**src/rtl/bmp_slave_tx_if.sv**
```systemverilog
// Slave-port bus between one bmp_slave_tx and one arbiter slave input (mode, proc, valid/data, ready).
// Latency: pure wiring, no storage.
// Backpressure: slv_ready flows from the arbiter (slave modport) back to the transmitter (master modport).
interface bmp_slave_tx_if #(
  parameter int DATA_BUS_SIZE = 32
);
  logic [1:0]               slv_mode;
  logic [7:0]               slv_data_proc;
  logic                     slv_data_valid;
  logic [DATA_BUS_SIZE-1:0] slv_data;
  logic                     slv_ready;

  modport master (
    output slv_mode,
    output slv_data_proc,
    output slv_data_valid,
    output slv_data,
    input  slv_ready
  );

  modport slave (
    input  slv_mode,
    input  slv_data_proc,
    input  slv_data_valid,
    input  slv_data,
    output slv_ready
  );
endinterface

```
**src/rtl/bmp_slave_tx.sv**
```systemverilog
// Streams one job (mode, proc byte, N words) from an upstream FiFo onto an arbiter slave port.
// Latency: start in N -> src_rd in N+1, first valid in N+3, then 1 word/cycle; done 1 cycle after last beat.
// Backpressure: 2-entry head+skid buffer holds words while slv_ready=0; src_empt only pauses fetching.
module bmp_slave_tx #(
  parameter int DATA_BUS_SIZE = 32,
  parameter int LEN_W         = 16
) (
  input  logic                     clk,
  input  logic                     rst,
  input  logic                     job_start,
  input  logic [1:0]               job_mode,
  input  logic [7:0]               job_proc,
  input  logic [LEN_W-1:0]         job_len,
  output logic                     job_busy,
  output logic                     job_done,
  output logic                     src_rd,
  input  logic [DATA_BUS_SIZE-1:0] src_data,
  input  logic                     src_empt,
  bmp_slave_tx_if.master           slv
);

  typedef enum logic [1:0] {
    S_IDLE   = 2'd0,
    S_SEND   = 2'd1,
    S_FINISH = 2'd2
  } state_t;

  state_t                   state_q, state_d;
  logic [1:0]               mode_q, mode_d;
  logic [7:0]               proc_q, proc_d;
  logic [LEN_W-1:0]         fetch_left_q, fetch_left_d;
  logic [LEN_W-1:0]         send_left_q, send_left_d;
  logic                     inflight_q, inflight_d;
  logic [1:0]               occ_q, occ_d;
  logic [DATA_BUS_SIZE-1:0] head_q, head_d;
  logic [DATA_BUS_SIZE-1:0] skid_q, skid_d;

  logic                     vld;
  logic                     beat;
  logic                     rd;
  logic [2:0]               pending;

  assign vld     = (occ_q != 2'd0);
  assign beat    = vld & slv.slv_ready;
  assign pending = {1'b0, occ_q} + {2'b00, inflight_q};

  // The slot freed by a beat in this cycle counts as available: without it the
  // pending read would block refetch every other cycle and halve throughput.
  // Buffer occupancy next cycle is then at most 1 plus this read, so never above 2.
  assign rd = (state_q == S_SEND) && (fetch_left_q != '0) && !src_empt &&
              (pending < (beat ? 3'd3 : 3'd2));

  assign src_rd   = rd;
  assign job_busy = (state_q == S_SEND);
  assign job_done = (state_q == S_FINISH);

  assign slv.slv_data_valid = vld;
  assign slv.slv_data       = head_q;
  assign slv.slv_mode       = (state_q == S_SEND) ? mode_q : 2'b00;
  assign slv.slv_data_proc  = (state_q == S_SEND) ? proc_q : 8'h00;

  // Next-state: job sequencing, counters and head/skid buffer bookkeeping.
  always_comb begin
    state_d      = state_q;
    mode_d       = mode_q;
    proc_d       = proc_q;
    fetch_left_d = fetch_left_q;
    send_left_d  = send_left_q;
    inflight_d   = rd;
    occ_d        = occ_q;
    head_d       = head_q;
    skid_d       = skid_q;

    case (state_q)
      S_IDLE: begin
        if (job_start) begin
          mode_d       = job_mode;
          proc_d       = job_proc;
          fetch_left_d = job_len;
          send_left_d  = job_len;
          state_d      = (job_len == '0) ? S_FINISH : S_SEND;
        end
      end
      S_SEND: begin
        if (rd) begin
          fetch_left_d = fetch_left_q - 1'b1;
        end
        if (beat) begin
          send_left_d = send_left_q - 1'b1;
          if (send_left_q == {{(LEN_W-1){1'b0}}, 1'b1}) begin
            state_d = S_FINISH;
          end
        end
      end
      S_FINISH: begin
        state_d = S_IDLE;
      end
      default: begin
        state_d = S_IDLE;
      end
    endcase

    // Word arriving from the FiFo (inflight_q) versus word leaving (beat).
    case ({beat, inflight_q})
      2'b01: begin
        if (occ_q == 2'd0) begin
          head_d = src_data;
          occ_d  = 2'd1;
        end else begin
          skid_d = src_data;
          occ_d  = 2'd2;
        end
      end
      2'b10: begin
        if (occ_q == 2'd2) begin
          head_d = skid_q;
          occ_d  = 2'd1;
        end else begin
          occ_d  = 2'd0;
        end
      end
      2'b11: begin
        if (occ_q == 2'd2) begin
          head_d = skid_q;
          skid_d = src_data;
        end else begin
          head_d = src_data;
        end
      end
      default: begin
      end
    endcase
  end

  // State register; reset discards buffered and in-flight words.
  always_ff @(posedge clk) begin
    if (rst) begin
      state_q      <= S_IDLE;
      mode_q       <= 2'b00;
      proc_q       <= 8'h00;
      fetch_left_q <= '0;
      send_left_q  <= '0;
      inflight_q   <= 1'b0;
      occ_q        <= 2'd0;
      head_q       <= '0;
      skid_q       <= '0;
    end else begin
      state_q      <= state_d;
      mode_q       <= mode_d;
      proc_q       <= proc_d;
      fetch_left_q <= fetch_left_d;
      send_left_q  <= send_left_d;
      inflight_q   <= inflight_d;
      occ_q        <= occ_d;
      head_q       <= head_d;
      skid_q       <= skid_d;
    end
  end

endmodule

```
**src/flat_wrapper.sv**
```systemverilog
// flat-port wrapper written by rule: the top's interface ports become plain ports
module bmp_slave_tx_flat 
#(
  parameter int DATA_BUS_SIZE = 32,
  parameter int LEN_W         = 16
)
  (clk, rst, job_start, job_mode, job_proc, job_len, job_busy, job_done, src_rd, src_data, src_empt, slv_slv_mode, slv_slv_data_proc, slv_slv_data_valid, slv_slv_data, slv_slv_ready);
  bmp_slave_tx_if #(.DATA_BUS_SIZE(DATA_BUS_SIZE)) slv_i ();
  input  logic clk;
  input  logic rst;
  input  logic job_start;
  input  logic [1:0] job_mode;
  input  logic [7:0] job_proc;
  input  logic [LEN_W-1:0] job_len;
  output logic job_busy;
  output logic job_done;
  output logic src_rd;
  input  logic [DATA_BUS_SIZE-1:0] src_data;
  input  logic src_empt;
  output wire logic [$bits(slv_i.slv_mode)-1:0] slv_slv_mode;
  output wire logic [$bits(slv_i.slv_data_proc)-1:0] slv_slv_data_proc;
  output wire logic [$bits(slv_i.slv_data_valid)-1:0] slv_slv_data_valid;
  output wire logic [$bits(slv_i.slv_data)-1:0] slv_slv_data;
  input wire logic [$bits(slv_i.slv_ready)-1:0] slv_slv_ready;
  assign slv_slv_mode = slv_i.slv_mode;
  assign slv_slv_data_proc = slv_i.slv_data_proc;
  assign slv_slv_data_valid = slv_i.slv_data_valid;
  assign slv_slv_data = slv_i.slv_data;
  assign slv_i.slv_ready = slv_slv_ready;
  bmp_slave_tx #(.DATA_BUS_SIZE(DATA_BUS_SIZE), .LEN_W(LEN_W)) u_core (.clk(clk), .rst(rst), .job_start(job_start), .job_mode(job_mode), .job_proc(job_proc), .job_len(job_len), .job_busy(job_busy), .job_done(job_done), .src_rd(src_rd), .src_data(src_data), .src_empt(src_empt), .slv(slv_i));
endmodule
```
**config.mk**
```make
export PLATFORM = sky130hd
export DESIGN_NAME = bmp_slave_tx_flat
export DESIGN_NICKNAME = d
export VERILOG_FILES = /design/src/rtl/bmp_slave_tx_if.sv /design/src/rtl/bmp_slave_tx.sv /design/src/flat_wrapper.sv
export SDC_FILE = /design/constraint.sdc
export NUM_CORES = 1
export LEC_CHECK = 0
export CAP_MARGIN = 20
export CELL_PAD_IN_SITES_DETAIL_PLACEMENT = 2
export CELL_PAD_IN_SITES_GLOBAL_PLACEMENT = 2
export CORE_MARGIN = 4
export CORE_UTILIZATION = 25
export CTS_CLUSTER_DIAMETER = 30
export CTS_CLUSTER_SIZE = 28
export DETAILED_ROUTE_END_ITERATION = 16
export GPL_ROUTABILITY_DRIVEN = 0
export GPL_TIMING_DRIVEN = 0
export HOLD_SLACK_MARGIN = 0.03
export PLACE_DENSITY = 0.74
export SLEW_MARGIN = 15
export SYNTH_ARGS = -nofsm -noshare
export SYNTH_HDL_FRONTEND = slang
export SYNTH_SLANG_ARGS = --single-unit
```
**constraint.sdc**
```tcl
create_clock -name clk -period 2.6 [get_ports clk]
set_clock_uncertainty 0.1 [all_clocks]
set_input_delay 0.52 -clock clk [delete_from_list [all_inputs] [get_ports clk]]
set_output_delay 0.52 -clock clk [all_outputs]
set_load 0.02 [all_outputs]
```
---- Word level (Yosys, flattened, before mapping) ----
Index checks and enable logic that the tools add are counted.
storage, ports and cells
  register bits after elaboration ......... 111
  input bits .............................. 63
  output and inout port bits .............. 46
  logic and storage cells ................. 71
cells by class
  add/sub/neg operators ................... 3
  order comparisons ....................... 1
  eq/ne operators ......................... 15
  muxes and demuxes ....................... 23
  bitwise logic cells ..................... 1
  reduce and logical (&&, ||, !) cells .... 19
operators with widths
  operator                 count
  $mux W32                 5
  $pmux W32 S3             1
  $pmux W16 S2             2
  $pmux W32 S2             1
  $mux W16                 3
  $sub A16 B1 Y16 const B  2
  $eq A16 B1 Y1 const B    1
  $logic_not A16 Y1        1
  $reduce_bool A16 Y1      1
  $reduce_and A3 Y1        5
  $mux W2                  6
  $ne A2 B1 Y1 const B     6
  $eq A2 B2 Y1 const B     4
  $mux W8                  1
  $pmux W2 S2              2
  $reduce_bool A2 Y1       4
  $eq A2 B1 Y1 const B     2
  $logic_not A2 Y1         2
  $ne A2 B2 Y1 const B     2
  $add A2 B1 Y3            1
  $logic_and A1 B1 Y1      3
  $lt A3 B3 Y1             1
  $reduce_bool A3 Y1       1
  $mux W1                  2
  other kinds (3)          3

---- Depth between registers and ports, before layout ----
Gate-level depths: netlist of the first run.
  word-level depth ........................ 7
  mapped depth ............................ 11
  mapped depth without buffers ............ 8

---- Worst setup path before layout of the first run ----
OpenSTA, ideal clock, no wires.
  kind .................................... register to register
  start point ............................. register u_core.occ_q[1]
  end point ............................... register u_core.head_q[12] (netlist: u_core.slv.slv_data[12])
  setup time .............................. 86 ps
  arrival time ............................ 2290 ps
  data required time ...................... 2414 ps
  slack ................................... 124 ps
  cell stages (with the launch flop) ...... 11
  buffers on the path ..................... 2
  clock period less this slack ............ 2476 ps
  path through ............................ dfxtp_1 -> clkbuf_1 -> o21ai_0 -> inv_1 -> ha_1 -> mux2i_1 -> a21oi_1 -> nor2_1 -> clkbuf_1 -> nor2_1 -> a211oi_1
on the way
  longest elaborated chain between the ends .. 5
  elaborated cells between the ends (all ways) .. 13
  classes of those cells .................. eq/ne (6); mux (2); bitwise (1); reduce/logical (4)
ends and longest elaborated chain
  item                                                                 RTL line             source
  start: declaration                                                   bmp_slave_tx.sv:34   logic [1:0] occ_q, occ_d;
  start signal: assignment                                             bmp_slave_tx.sv:144  occ_q <= 2'd0;
  start signal: assignment                                             bmp_slave_tx.sv:154  occ_q <= occ_d;
  $reduce_bool A2 Y1                                                   bmp_slave_tx.sv:43   assign vld = (occ_q != 2'd0);
  $and A1 B1 Y1                                                        bmp_slave_tx.sv:44   assign beat = vld & slv.slv_ready;
  $eq A2 B2 Y1 or $eq A2 B1 Y1 (tied branches)                         bmp_slave_tx.sv:104  case ({beat, inflight_q})
  $ne A2 B1 Y1 (no source line) or $reduce_bool A3 Y1 (tied branches)  --
  $reduce_and A3 Y1 (no source line)                                   --
  end signal: assignment                                               bmp_slave_tx.sv:145  head_q <= '0;
  end signal: assignment                                               bmp_slave_tx.sv:155  head_q <= head_d;
  end: declaration                                                     bmp_slave_tx.sv:35   logic [DATA_BUS_SIZE-1:0] head_q, head_d;
Parallel ways exist; a longest one is shown, timed or not.
A chain may end at the register's enable or synchronous reset.

---- Worst setup path in the final report of the first run ----
  start point ............................. register u_core.fetch_left_q[13]
  end point ............................... output src_rd
on the way
  longest elaborated chain between the ends .. 4
ends and longest elaborated chain
  item                               RTL line             source
  start: declaration                 bmp_slave_tx.sv:31   logic [LEN_W-1:0] fetch_left_q, fetch_left_d;
  start signal: assignment           bmp_slave_tx.sv:151  fetch_left_q <= fetch_left_d;
  $reduce_bool A16 Y1                bmp_slave_tx.sv:50   assign rd = (state_q == S_SEND) && (fetch_left_q != '0) && !src_empt &&
  $logic_and A1 B1 Y1 (3 in series)  bmp_slave_tx.sv:50
  end: declaration                   flat_wrapper.sv:17   output logic src_rd;
Every way passes these cells.

==> qor.json, run 1 <==
{
  "sta": {
    "max_freq_ghz": 0.3710,
    "min_period_ns": 2.696,
    "hold_viol_final": 0,
    "finalSetupTns_ns": -0.09551,
    "worst_slew_pin_slew_ns": 0.7453,
    "slew_headroom_pct": 50.31,
    "timing.final.max_slew_violations": 0,
    "grt_setup_unrepaired": "true",
    "finalCritPeriodShare_pct": 103.7,
    "finalSetupViolCount": 1,
    "worst_slack_ns": -0.09551
  },
  "synthesis": {
    "synth_cell_types": 58,
    "synth-adder-area-share_pct": 2.125,
    "synth_async_sr_flop_share_pct": 0,
    "synth_top_family_by_area": "compound AO/OA/AOI/OAI gates",
    "compound_gate_portion_of_the_synthesized_area_pct": 29.04,
    "dominantRegCellSynth": "sky130_fd_sc_hd__dfxtp_1",
    "synthesis.nets": 739,
    "register_bit_count_reported_by_yosys": 111,
    "syn-cell-area_mm2": 0.005300,
    "average_footprint_of_a_synthesized_cell_um2": 7.946,
    "synth_cells": 667,
    "synth_simple_gate_area_share_pct": 20.77,
    "synthXorXnorAreaFrac_pct": 0.1653,
    "synth_sequential_area_ratio_pct": 41.93,
    "synthMuxAreaShare_pct": 0.5666,
    "synth_edf_count": 0,
    "synth-warning-count": 0
  },
  "clocking": {
    "clock_insertion_delay_worst_skew_ns": 0.36,
    "number_of_buffers_created_by_cts": 9,
    "cts_max_level": 3,
    "clkTransAtPathRegs_ns": 0.09,
    "tritoncts": "yes",
    "cts_root_buf": "sky130_fd_sc_hd__clkbuf_16",
    "cts_sinks": 111,
    "clock_path_buffers": 2
  },
  "critical_path": {
    "worst-r2r-cell-count": 10,
    "worstReg2RegStart": "u_core.occ_q[1]$_SDFFE_PP0P_",
    "cp-endpoint": "src_rd",
    "worstPathCellList": "or4_4, or3_4, o211ai_4, inv_6, buf_6",
    "critical_path.endpoint_type": "primary output",
    "timing.reg2reg.setup_slack_ns": 0.19,
    "critical_path.max_fanout": 2,
    "worstReg2RegEnd": "u_core.slv.slv_data[7]$_SDFFE_PP0P_",
    "cp_slowest_cell": "sky130_fd_sc_hd__or4_4",
    "max_stage_delay_ns": 0.55,
    "worstSetupPathType": "flop to primary output",
    "cp_data_required_time_ns": 1.98,
    "worst_setup_path_start": "u_core.fetch_left_q[13]$_SDFFE_PP0P_",
    "worst_ep_arrival_time_ns": 2.08,
    "startpoint_type": "flop"
  },
  "pwr": {
    "pwr-share-seq_pct": 42.1,
    "power.leakage_nw": 2.561,
    "pwr-share-clk_pct": 32.1,
    "pwr-share-comb_pct": 25.8,
    "vdd_drop_max_uv": 326.3,
    "post-layout-total-power_mw": 4.573,
    "power_density_mw_per_mm2": 639.9,
    "internal_power_contribution_mw": 3.023,
    "net_switching_power_mw": 1.549,
    "switching_share_of_total_power_pct": 33.88
  },
  "drt": {
    "wl_met3_um": 687,
    "routed_wire_length_per_instance_um": 20.09,
    "met2_length_mm": 11.24,
    "drt_iter0_drc": 207,
    "drt_pass1_iterations": 4,
    "dr.max_layer_used": "met4",
    "routed_via_density": 5.221,
    "routedLengthMet1_mm": 9.248,
    "drt_drc_violations_left": 0,
    "route.antenna.remaining_nets": 0,
    "totalWireLength_mm": 21.52,
    "vias": 5592
  },
  "layout": {
    "post-route-util_pct": 34.10,
    "finalNonFillerCells": 1071,
    "layout.filler_cells": 2446,
    "antenna_cells_inserted": 0,
    "multi_input_comb_area_mm2": 0.002829,
    "register_area_mm2": 0.002228,
    "fraction_of_final_layout_cells_with_drive_strength_greater_than_1_pct": 9.799,
    "areaGrowthSynthToFinish_pct": 34.82,
    "layout.nets": 863
  },
  "global_routing": {
    "antenna_found_initial": 0,
    "maximum_number_of_pins_on_one_net_before_global_route_repair": 22,
    "grtUsageTotal_pct": 18.03,
    "global_route.overflow_total": 0,
    "grt_pass1_vias": 6161,
    "wire_length_of_the_first_global_routing_pass_mm": 34.26
  },
  "place": {
    "place.detailed.hpwl_mm": 15.90,
    "buffer_ports.inserted": 107,
    "post_placement_cell_count": 1049
  },
  "floorplanning": {
    "die_width_um": 153.6,
    "floorplan.core_area_mm2": 0.02096,
    "die_height_um": 153.6,
    "initial_core_util_pct": 25.29,
    "boundaryPins": 109,
    "placementRows": 53,
    "area_of_the_die_mm2": 0.02359
  },
  "flow_run": {
    "cap_viol_max_count": 0
  },
  "outcome": {
    "outcome": "finished with violations",
    "violations": "negative setup slack"
  },
  "min_path": {
    "hold-path-cell-count": 2,
    "hp-class": "flop to flop"
  }
}
kinds of logic after synthesis:
kind of cell             count (synthesis)
AND/OR/NAND/NOR                        238
adder cells (fa/ha/maj)                  9
AO/OA/AOI/OAI                          235
buffers and inverters                   70
multiplexers                             3
flip-flops                             111
XOR/XNOR                                 1
state kept, by name, indices dropped and copies added, names as in the netlist:
signal / cells
u_core.send_left_q: 16
u_core.inflight_q: 1
u_core.slv.slv_data: 32
u_core.mode_q: 2
u_core.occ_q: 2
u_core.skid_q: 32
u_core.proc_q: 8
u_core.fetch_left_q: 16
u_core.state_q: 2
critical path, delay by kind of cell, from the launching register on:
family,cells,cell delay (ns)
flip-flops,1,0.33
buffers and inverters,2,0.19
AO/OA/AOI/OAI,1,0.25
AND/OR/NAND/NOR,2,0.93
worst min path at each step:
stage | startpoint | end
floorplan | u_core.mode_q[0]$_SDFFE_PP0P_ | u_core.mode_q[0]$_SDFFE_PP0P_
global placement | u_core.skid_q[4]$_SDFFE_PP0P_ | u_core.skid_q[4]$_SDFFE_PP0P_
detailed placement | u_core.skid_q[3]$_SDFFE_PP0P_ | u_core.skid_q[3]$_SDFFE_PP0P_
CTS | u_core.proc_q[5]$_SDFFE_PP0P_ | u_core.proc_q[5]$_SDFFE_PP0P_
global route | u_core.skid_q[3]$_SDFFE_PP0P_ | u_core.skid_q[3]$_SDFFE_PP0P_
finish | u_core.mode_q[0]$_SDFFE_PP0P_ | u_core.mode_q[0]$_SDFFE_PP0P_
synth_stat cells, types with 2 or more instances:
library cell,count,area share [%]
sky130_fd_sc_hd__a21oi_1,78,7.4
sky130_fd_sc_hd__a31oi_1,6,0.71
sky130_fd_sc_hd__o31ai_1,21,3.0
sky130_fd_sc_hd__dfxtp_1,111,42
sky130_fd_sc_hd__o32ai_1,3,0.50
sky130_fd_sc_hd__nand3_1,6,0.57
sky130_fd_sc_hd__nand2_1,116,8.2
sky130_fd_sc_hd__a22oi_1,36,5.1
sky130_fd_sc_hd__o211ai_1,2,0.28
sky130_fd_sc_hd__inv_1,15,1.1
sky130_fd_sc_hd__nor3_1,8,0.76
sky130_fd_sc_hd__or2_2,2,0.24
sky130_fd_sc_hd__a311oi_1,2,0.33
sky130_fd_sc_hd__nor3_2,2,0.38
sky130_fd_sc_hd__clkbuf_1,42,3.0
sky130_fd_sc_hd__nor4_1,7,0.83
sky130_fd_sc_hd__a211oi_1,38,5.4
sky130_fd_sc_hd__buf_6,2,0.42
sky130_fd_sc_hd__o311ai_1,2,0.33
sky130_fd_sc_hd__o21a_1,3,0.42
sky130_fd_sc_hd__a21o_1,2,0.28
sky130_fd_sc_hd__buf_1,7,0.50
sky130_fd_sc_hd__o21ai_1,13,1.2
sky130_fd_sc_hd__nand4_1,3,0.35
sky130_fd_sc_hd__nor4b_2,2,0.57
sky130_fd_sc_hd__ha_1,9,2.1
sky130_fd_sc_hd__mux2i_1,3,0.57
sky130_fd_sc_hd__or3_4,2,0.42
sky130_fd_sc_hd__nor2b_1,3,0.35
sky130_fd_sc_hd__o21ai_0,16,1.5
sky130_fd_sc_hd__and2_1,13,1.5
sky130_fd_sc_hd__nor2_1,59,4.2
sky130_fd_sc_hd__o311ai_0,2,0.33
sky130_fd_sc_hd__nand2b_1,2,0.24
sky130_fd_sc_hd__o31a_1,3,0.50
sky130_fd_sc_hd__or3_1,3,0.35
sky130_fd_sc_hd__or4_1,2,0.28
through the flow:
| stage | worst slack, ns | area [um^2] | hold slack, ns |
|---|---|---|---|
| floorplan | 0.1245 | 5300 | 0.3317 |
| global placement | -0.9108 | 6715 | 0.3412 |
| detailed placement | -1.216 | 6715 | 0.3526 |
| CTS | -0.1308 | 7119 | 0.3664 |
| global route | -0.1475 | 7146 | 0.3818 |
| finish | -0.09551 | 7146 | 0.3623 |
layout by cell type (no fill, tap or decap), types with 4 or more instances in the layout:
cell	n
sky130_fd_sc_hd__buf_4	10
sky130_fd_sc_hd__nor3_1	7
sky130_fd_sc_hd__a22oi_1	36
sky130_fd_sc_hd__and2_1	13
sky130_fd_sc_hd__o21ai_0	14
sky130_fd_sc_hd__nor2_1	58
sky130_fd_sc_hd__o31ai_1	21
sky130_fd_sc_hd__dfxtp_1	106
sky130_fd_sc_hd__clkbuf_16	9
sky130_fd_sc_hd__o21ai_1	14
sky130_fd_sc_hd__buf_1	6
sky130_fd_sc_hd__dfxtp_2	5
sky130_fd_sc_hd__clkbuf_1	20
sky130_fd_sc_hd__nand3_1	6
sky130_fd_sc_hd__ha_1	8
sky130_fd_sc_hd__nor4_1	7
sky130_fd_sc_hd__dlygate4sd2_1	11
sky130_fd_sc_hd__a211oi_1	38
sky130_fd_sc_hd__a31oi_1	6
sky130_fd_sc_hd__buf_2	4
sky130_fd_sc_hd__nand2_1	116
sky130_fd_sc_hd__a21oi_1	78
sky130_fd_sc_hd__clkbuf_2	15
sky130_fd_sc_hd__inv_1	15
sky130_fd_sc_hd__clkdlybuf4s50_1	95
what timing repair did:
| action | in CTS | in global routing |
|---|---|---|
| pin swaps | 5 | 2 |
| setup buffers | 8 | 1 |
| setup endpoints to repair | 87 | 80 |
| hold buffers | 0 | 0 |
| gates resized for setup | 47 | 22 |
power by group through the flow:
stage	clock (mW)	sequential, mW	combinational [mW]
5_1_grt	1.57	1.94	1.29
4_1_cts	1.51	1.92	1.18
2_1_floorplan	0	1.99	0.592
6_report	1.47	1.93	1.18
3_3_place_gp	0	1.95	1.08
3_5_place_dp	0	1.96	1.13
layer usage:
metal	vias to the layer above	GRT usage, %
met2	83	32.50
met4	0	4.794
li1	2639	-
met3	21	2.758
met1	2849	22.37
met5	-	0
layout make-up:
type | count | area share, %
flip-flops and latches | 111 | 31.19
clock inverters | 6 | 0.9280
multi-input cells | 486 | 39.59
repair buffers | 116 | 15.76
well taps | 275 | 4.815
plain buffers | 51 | 3.467
clock buffers | 10 | 3.344
inverters | 16 | 0.9105
Power figures use the tool's default switching activity.
==> run 2, diff against run 1 <==
--- a/config.mk
+++ b/config.mk
@@ -5,9 +5,6 @@
 export SDC_FILE = /design/constraint.sdc
 export NUM_CORES = 1
 export LEC_CHECK = 0
-export CAP_MARGIN = 20
-export CELL_PAD_IN_SITES_DETAIL_PLACEMENT = 2
-export CELL_PAD_IN_SITES_GLOBAL_PLACEMENT = 2
 export CORE_MARGIN = 4
 export CORE_UTILIZATION = 25
 export CTS_CLUSTER_DIAMETER = 30
@@ -16,7 +13,7 @@
 export GPL_ROUTABILITY_DRIVEN = 0
 export GPL_TIMING_DRIVEN = 0
 export HOLD_SLACK_MARGIN = 0.03
-export PLACE_DENSITY = 0.74
+export PLACE_DENSITY = 0.48
 export SLEW_MARGIN = 15
 export SYNTH_ARGS = -nofsm -noshare
 export SYNTH_HDL_FRONTEND = slang
==> run 2 against run 1 <==
  * The run still ends with negative setup slack left
  * Non-clock buffer count up 3
  * Cell area up 0.74%
  * Clock power about the same
  * Critical endpoint unchanged
  * Highest routed layer unchanged
==> qor.json, run 2 (synthesis results as in run 1) <==
{
  "clocking": {
    "clock_path_buffers": {"value": 2, "change": "unchanged"},
    "cts_root_buf": "sky130_fd_sc_hd__clkbuf_16",
    "cts_hold_buffers": {"value": 0, "change": "unchanged"},
    "tritoncts": "yes",
    "cts_sinks": {"value": 111, "change": "unchanged"},
    "cts_max_level": {"value": 3, "change": "unchanged"},
    "clkTransAtPathRegs": {"value": 0.09, "unit": "ns", "change": "about the same"},
    "clock_insertion_delay_worst_skew": {"value": 0.37, "unit": "ns", "change": "about the same"},
    "number_of_buffers_created_by_cts": {"value": 9, "change": "unchanged"}
  },
  "layout": {
    "layout.filler_cells": {"value": 2267, "change": "-7.3%"},
    "finalNonFillerCells": {"value": 1075, "change": "+0.37%"},
    "antenna_cells_inserted": {"value": 0, "change": "unchanged"},
    "fraction_of_final_layout_cells_with_drive_strength_greater_than_1": {"value": 9.875, "unit": "%", "change": "+0.076 points"},
    "layout.nets": {"value": 867, "change": "+0.46%"},
    "layout.cells.most_common_list": "sky130_fd_sc_hd__nand2_1, sky130_fd_sc_hd__dfxtp_1, sky130_fd_sc_hd__clkdlybuf4s50_1",
    "register_area": {"value": 0.002227, "unit": "mm^2", "change": "about the same"},
    "multi_input_comb_area": {"value": 0.002849, "unit": "mm^2", "change": "+0.71%"},
    "areaGrowthSynthToFinish_pct": 35.81,
    "final_cell_area": {"value": 0.007198, "unit": "mm^2", "change": "+0.74%"},
    "layout.cells.most_common": "sky130_fd_sc_hd__nand2_1"
  },
  "floorplanning": {
    "initial_core_util": {"value": 25.29, "unit": "%", "change": "unchanged"},
    "die_height": {"value": 153.6, "unit": "um", "change": "unchanged"},
    "floorplan.core_area": {"value": 0.02096, "unit": "mm^2", "change": "unchanged"},
    "placementRows": {"value": 53, "change": "unchanged"},
    "boundaryPins": {"value": 109, "change": "unchanged"},
    "area_of_the_die": {"value": 0.02359, "unit": "mm^2", "change": "unchanged"},
    "die_width": {"value": 153.6, "unit": "um", "change": "unchanged"}
  },
  "global_routing": {
    "grtUsageTotal": {"value": 15.27, "unit": "%", "change": "-2.8 points"},
    "antenna_found_initial": {"value": 0, "change": "unchanged"},
    "wire_length_of_the_first_global_routing_pass": {"value": 28.68, "unit": "mm", "change": "-16%"},
    "grt_pass1_vias": {"value": 5047, "change": "-18%"},
    "global_route.overflow_total": {"value": 0, "change": "unchanged"},
    "maximum_number_of_pins_on_one_net_before_global_route_repair": {"value": 24, "change": "+9.1%"}
  },
  "place": {
    "place.detailed.hpwl": {"value": 12.73, "unit": "mm", "change": "-20%"},
    "post_placement_cell_count": {"value": 1049, "change": "unchanged"},
    "place_area": {"value": 0.006715, "unit": "mm^2", "change": "unchanged"},
    "buffer_ports.inserted": {"value": 107, "change": "unchanged"}
  },
  "critical_path": {
    "cp_data_required_time": {"value": 1.98, "unit": "ns", "change": "about the same"},
    "worstPathCellList": "or4_4, or3_4, o211ai_4, clkinv_4, buf_6",
    "startpoint_type": "flop",
    "critical_path.endpoint_type": "primary output",
    "max_stage_delay": {"value": 0.53, "unit": "ns", "change": "-0.02 ns"},
    "critPathBufInv": {"value": 2, "change": "unchanged"},
    "worstSetupPathType": "flop to primary output",
    "worst_ep_arrival_time": {"value": 2.08, "unit": "ns", "change": "about the same"},
    "cp_slowest_cell": "sky130_fd_sc_hd__or4_4",
    "path_delay_family": "simple AND/OR/NAND/NOR gates",
    "critical_path.max_fanout": {"value": 4, "change": "+2"}
  },
  "sta": {
    "finalCritPeriodShare": {"value": 103.8, "unit": "%", "change": "+0.15 points"},
    "slew_headroom": {"value": 49.30, "unit": "%", "change": "-1.0 points"},
    "timing.final.max_slew_violations": {"value": 0, "change": "unchanged"},
    "min_period": {"value": 2.699, "unit": "ns", "change": "+0.003850 ns"},
    "worst_slew_pin_slew": {"value": 0.7605, "unit": "ns", "change": "+0.01517 ns"},
    "max_freq": {"value": 0.3705, "unit": "GHz", "change": "-0.14%"},
    "min_hold_slack": {"value": 0.3522, "unit": "ns", "change": "-0.01009 ns"},
    "grt_setup_unrepaired": "true",
    "worst_slack": {"value": -0.09936, "unit": "ns", "change": "-0.003851 ns"},
    "finalSetupViolCount": {"value": 1, "change": "unchanged"},
    "hold_viol_final": {"value": 0, "change": "unchanged"}
  },
  "drt": {
    "drt_pass1_iterations": {"value": 5, "change": "+1"},
    "drt_iter0_drc": {"value": 278, "change": "+34%"},
    "vias": {"value": 5282, "change": "-5.5%"},
    "totalWireLength": {"value": 18.45, "unit": "mm", "change": "-14%"},
    "routed_via_density": {"value": 4.913, "change": "-5.9%"},
    "routed_wire_length_per_instance": {"value": 17.16, "unit": "um", "change": "-15%"},
    "route.antenna.remaining_nets": {"value": 0, "change": "unchanged"},
    "drt_drc_violations_left": {"value": 0, "change": "unchanged"}
  },
  "pwr": {
    "power_density": {"value": 634.1, "unit": "mW/mm^2", "change": "-0.91%"},
    "power.leakage": {"value": 2.574, "unit": "nW", "change": "+0.50%"},
    "vdd_drop_max": {"value": 315.1, "unit": "uV", "change": "-3.5%"}
  },
  "outcome": {
    "violations": "negative setup slack",
    "outcome": "finished with violations"
  },
  "flow_run": {
    "cap_viol_max_count": {"value": 0, "change": "unchanged"}
  },
  "min_path": {
    "hp-class": "flop to flop"
  }
}
==> run 2: tightest hold or removal path: cells and delay by family (launching register included) <==
family             cells  cell delay, ns
DFF                    1            0.31
AOI/OAI and AO/OA      1            0.05
and+or+nand+nor        1            0.05
==> run 2: repair_timing <==
action,in CTS,in global routing
gates resized for setup,45,27
pin swaps,3,4
endpoints found under the setup margin,74,81
setup buffers,5,6
cloned,0,1
==> run 2: path summary, 6_finish.rpt <==
check        cells past startpoint  slack [ns]                                  from                       endpoint
max                              5        -0.1  u_core.fetch_left_q[13]$_SDFFE_PP0P_                         src_rd
min reg2reg                      2        0.35         u_core.proc_q[5]$_SDFFE_PP0P_  u_core.proc_q[5]$_SDFFE_PP0P_
max reg2reg                     10        0.24          u_core.occ_q[0]$_SDFFE_PP0P_  u_core.skid_q[4]$_SDFFE_PP0P_
min                              2        0.35         u_core.proc_q[5]$_SDFFE_PP0P_  u_core.proc_q[5]$_SDFFE_PP0P_
==> run 2: layer usage <==
metal	GRT usage [%]	wire length, um
met1	21.13	8686
met3	2.983	860
met2	24.48	8671
met4	3.953	229
met5	0	0
==> run 2: cell type report <==
type / instances / share of cell area, %
tap: 275 / 4.780
sequential: 111 / 30.94
clock buffer: 9 / 3.129
timing repair buffer: 118 / 15.87
clock inverter: 7 / 1.269
buffer: 52 / 3.529
multi-input combinational: 487 / 39.58
inverter: 16 / 0.9039
==> run 2: where the power goes <==
| part | internal [mW] | total (mW) | switching (mW) | leakage (nW) |
|---|---|---|---|---|
| registers | 1.82 | 1.92 | 0.0983 | 0.907 |
| logic | 0.498 | 1.15 | 0.648 | 1.51 |
| clock network | 0.705 | 1.50 | 0.798 | 0.154 |
==> run 2: through the flow <==
step                      utilization [%]  TNS [ns]  setup WS (ns)  power [mW]
after floorplan                         -         0         0.1245       2.585
after global placement              32.05    -51.82        -0.9235       3.038
after detailed placement            32.05    -53.75        -0.9680       3.032
after CTS                           33.90   -0.1748        -0.1748       4.599
after global routing                34.35   -0.1589        -0.1589       4.814
final                               34.35  -0.09936       -0.09936       4.564
==> run 3, diff against run 2 <==
--- a/config.mk
+++ b/config.mk
@@ -5,15 +5,15 @@
 export SDC_FILE = /design/constraint.sdc
 export NUM_CORES = 1
 export LEC_CHECK = 0
-export CORE_MARGIN = 4
-export CORE_UTILIZATION = 25
+export CORE_MARGIN = 2
+export CORE_UTILIZATION = 35
 export CTS_CLUSTER_DIAMETER = 30
 export CTS_CLUSTER_SIZE = 28
 export DETAILED_ROUTE_END_ITERATION = 16
 export GPL_ROUTABILITY_DRIVEN = 0
 export GPL_TIMING_DRIVEN = 0
 export HOLD_SLACK_MARGIN = 0.03
-export PLACE_DENSITY = 0.48
+export PLACE_DENSITY = 0.62
 export SLEW_MARGIN = 15
 export SYNTH_ARGS = -nofsm -noshare
 export SYNTH_HDL_FRONTEND = slang
==> run 3 against run 2 <==
  * The flow still finishes with violations (negative setup slack)
  * Flip-flop and latch count unchanged
  * Largest cell class unchanged
  * Global-route usage up 4.6 points
  * Power down 3.1%
  * Largest power group unchanged
  * Non-clock buffer count down 2
  * First-iteration DRC count up 50%
  * Final cell count down 8.7%
  * Count of clock-buffer cells in the layout unchanged
  * Sequential power about the same
  * Clock power down 7%
==> qor.json, run 3 (synthesis results as in run 1) <==
{
  "critical_path": {
    "cp_slowest_cell": "sky130_fd_sc_hd__or4_4",
    "path_delay_family": "simple AND/OR/NAND/NOR gates",
    "timing.reg2reg.setup_slack": {"value": 0.19, "unit": "ns", "change": "-0.05 ns"},
    "max_stage_delay": {"value": 0.54, "unit": "ns", "change": "about the same"},
    "critPathBufInv": {"value": 2, "change": "unchanged"},
    "critical_path.endpoint_type": "primary output",
    "startpoint_type": "flop",
    "worst_ep_arrival_time": {"value": 2.12, "unit": "ns", "change": "+0.04 ns"},
    "worstSetupPathDepth": {"value": 5, "change": "unchanged"},
    "cp_data_required_time": {"value": 1.98, "unit": "ns", "change": "about the same"},
    "worst_setup_path_start": "u_core.fetch_left_q[13]$_SDFFE_PP0P_",
    "worstReg2RegEnd": "u_core.slv.slv_data[6]$_SDFFE_PP0P_",
    "worstPathCellList": "or4_4, or3_4, o211ai_4, clkinv_4, buf_6",
    "worstReg2RegStart": "u_core.occ_q[1]$_SDFFE_PP0P_",
    "worstSetupPathType": "flop to primary output",
    "critical_path.max_fanout": {"value": 7, "change": "+3"},
    "worst-r2r-cell-count": {"value": 10, "change": "unchanged"}
  },
  "pwr": {
    "power_density": {"value": 628.3, "unit": "mW/mm^2", "change": "-0.91%"},
    "power.leakage": {"value": 2.553, "unit": "nW", "change": "-0.80%"},
    "pwr-share-seq": {"value": 43.4, "unit": "%", "change": "+1.4 points"},
    "net_switching_power": {"value": 1.435, "unit": "mW", "change": "-7.0%"},
    "pwr-share-clk": {"value": 31.4, "unit": "%", "change": "-1.5 points"},
    "internal_power_contribution": {"value": 2.988, "unit": "mW", "change": "-1.1%"},
    "vdd_drop_max": {"value": 291.6, "unit": "uV", "change": "-7.5%"},
    "pwr-share-comb": {"value": 25.2, "unit": "%", "change": "about the same"},
    "switching_share_of_total_power": {"value": 32.45, "unit": "%", "change": "-1.4 points"}
  },
  "clocking": {
    "clock_insertion_delay_worst_skew": {"value": 0.36, "unit": "ns", "change": "about the same"},
    "cts_sinks": {"value": 111, "change": "unchanged"},
    "clkTransAtPathRegs": {"value": 0.08, "unit": "ns", "change": "about the same"},
    "cts_max_level": {"value": 3, "change": "unchanged"},
    "cts_hold_buffers": {"value": 0, "change": "unchanged"},
    "clock_path_buffers": {"value": 2, "change": "unchanged"},
    "tritoncts": "yes",
    "cts_root_buf": "sky130_fd_sc_hd__clkbuf_16",
    "number_of_buffers_created_by_cts": {"value": 9, "change": "unchanged"}
  },
  "sta": {
    "max_freq": {"value": 0.3656, "unit": "GHz", "change": "-1.3%"},
    "finalCritPeriodShare": {"value": 105.2, "unit": "%", "change": "+1.4 points"},
    "finalSetupTns": {"value": -0.1355, "unit": "ns", "change": "-0.03613 ns"},
    "slew_headroom": {"value": 55.22, "unit": "%", "change": "+5.9 points"},
    "worst_slack": {"value": -0.1355, "unit": "ns", "change": "-0.03613 ns"},
    "grt_setup_unrepaired": "true",
    "hold_viol_final": {"value": 0, "change": "unchanged"},
    "timing.final.max_slew_violations": {"value": 0, "change": "unchanged"},
    "finalSetupViolCount": {"value": 1, "change": "unchanged"},
    "min_period": {"value": 2.735, "unit": "ns", "change": "+0.03613 ns"},
    "worst_slew_pin_slew": {"value": 0.6718, "unit": "ns", "change": "-0.08870 ns"}
  },
  "global_routing": {
    "wire_length_of_the_first_global_routing_pass": {"value": 26.03, "unit": "mm", "change": "-9.3%"},
    "grt_pass1_vias": {"value": 5171, "change": "+2.5%"},
    "maximum_number_of_pins_on_one_net_before_global_route_repair": {"value": 22, "change": "-8.3%"},
    "antenna_found_initial": {"value": 0, "change": "unchanged"},
    "global_route.overflow_total": {"value": 0, "change": "unchanged"},
    "grtUsageTotal": {"value": 19.92, "unit": "%", "change": "+4.6 points"}
  },
  "place": {
    "place.detailed.hpwl": {"value": 11.84, "unit": "mm", "change": "-7.0%"},
    "buffer_ports.inserted": {"value": 107, "change": "unchanged"},
    "place_ws": {"value": -0.8707, "unit": "ns", "change": "+0.09727 ns"}
  },
  "layout": {
    "layout.cells.most_common_list": "sky130_fd_sc_hd__nand2_1, sky130_fd_sc_hd__dfxtp_1, sky130_fd_sc_hd__clkdlybuf4s50_1",
    "layout.cells.most_common": "sky130_fd_sc_hd__nand2_1",
    "areaGrowthSynthToFinish_pct": 32.84,
    "layout.nets": {"value": 865, "change": "-0.23%"},
    "fraction_of_final_layout_cells_with_drive_strength_greater_than_1": {"value": 9.524, "unit": "%", "change": "-0.35 points"},
    "antenna_cells_inserted": {"value": 0, "change": "unchanged"}
  },
  "flow_run": {
    "cap_viol_max_count": {"value": 0, "change": "unchanged"}
  },
  "floorplanning": {
    "boundaryPins": {"value": 109, "change": "unchanged"},
    "die_height": {"value": 127.1, "unit": "um", "change": "-17%"},
    "floorplan.core_area": {"value": 0.01464, "unit": "mm^2", "change": "-30%"},
    "die_width": {"value": 127.1, "unit": "um", "change": "-17%"},
    "area_of_the_die": {"value": 0.01614, "unit": "mm^2", "change": "-32%"},
    "placementRows": {"value": 44, "change": "-17%"},
    "initial_core_util": {"value": 36.19, "unit": "%", "change": "+11 points"}
  },
  "drt": {
    "routed_wire_length_per_instance": {"value": 16.76, "unit": "um", "change": "-2.4%"},
    "drt_iter0_drc": {"value": 418, "change": "+50%"},
    "drt_drc_violations_left": {"value": 0, "change": "unchanged"},
    "totalWireLength": {"value": 16.46, "unit": "mm", "change": "-11%"},
    "drt_pass1_iterations": {"value": 4, "change": "-1"},
    "routed_via_density": {"value": 5.572, "change": "+13%"},
    "vias": {"value": 5472, "change": "+3.6%"},
    "route.antenna.remaining_nets": {"value": 0, "change": "unchanged"}
  },
  "min_path": {
    "hp-class": "flop to flop",
    "worstHoldStart": "u_core.mode_q[1]$_SDFFE_PP0P_",
    "worstHoldEndpoint": "u_core.mode_q[1]$_SDFFE_PP0P_",
    "hold-path-cell-count": {"value": 2, "change": "unchanged"}
  },
  "outcome": {
    "outcome": "finished with violations",
    "violations": "negative setup slack"
  }
}
run 3: layout make-up:
class / count / area, um^2
Clock buffer: 9 / 225.2
Sequential cell: 111 / 2227
Inverter: 16 / 65.06
Buffer: 52 / 254.0
Tap cell: 184 / 230.2
Fill cell: 1423 / 7604
Clock inverter: 7 / 77.57
Timing Repair Buffer: 116 / 1126
Multi-Input combinational cell: 487 / 2835
run 3: power groups by stage:
stage	registers, mW	logic, mW	clock network [mW]
after floorplan	1.99	0.592	0
after global placement	1.95	1.04	0
after detailed placement	1.95	1.06	0
after CTS	1.92	1.09	1.43
after global routing	1.94	1.21	1.49
final	1.92	1.12	1.39
run 3: layer usage:
layer	GRT usage, %	routed length, um
met1	26.68	7416
met3	3.601	1068
met2	32.54	7676
met4	6.787	293
met5	0	0
run 3: timing repair:
item                       in CTS  in global routing
setup endpoints to repair      74                 64
pin swaps                       3                  3
setup buffers                   4                  5
cloned                          0                  1
resized for setup              38                 34
run 3: worst max-delay path by stage:
stage | endpoint | slack [ns]
after floorplan | u_core.slv.slv_data[12]$_SDFFE_PP0P_ | 0.12
after global placement | u_core.slv.slv_data[7]$_SDFFE_PP0P_ | -0.77
after detailed placement | u_core.slv.slv_data[31]$_SDFFE_PP0P_ | -0.87
after CTS | src_rd | -0.17
after global routing | src_rd | -0.18
final | src_rd | -0.14
run 3: worst register-to-register path, delay by kind of cell (launching register included):
kind	cells	cell delay, ns
DFF	1	0.32
and+or+nand+nor	2	0.27
buffers and inverters	3	0.59
adders and majority gates	1	0.24
AOI/OAI and AO/OA	3	0.63
muxes	1	0.18
run 3: metrics by stage:
stage	utilization (%)	instance area, um^2	power (mW)	hold WS (ns)	instances
global route	48.08	7041	4.637	0.3684	982
floorplan	-	5300	2.585	0.3317	667
detailed placement	45.08	6601	3.007	0.3447	958
global placement	45.08	6601	2.990	0.3386	958
CTS	47.51	6958	4.433	0.3554	976
finish	48.08	7041	4.424	0.3514	982
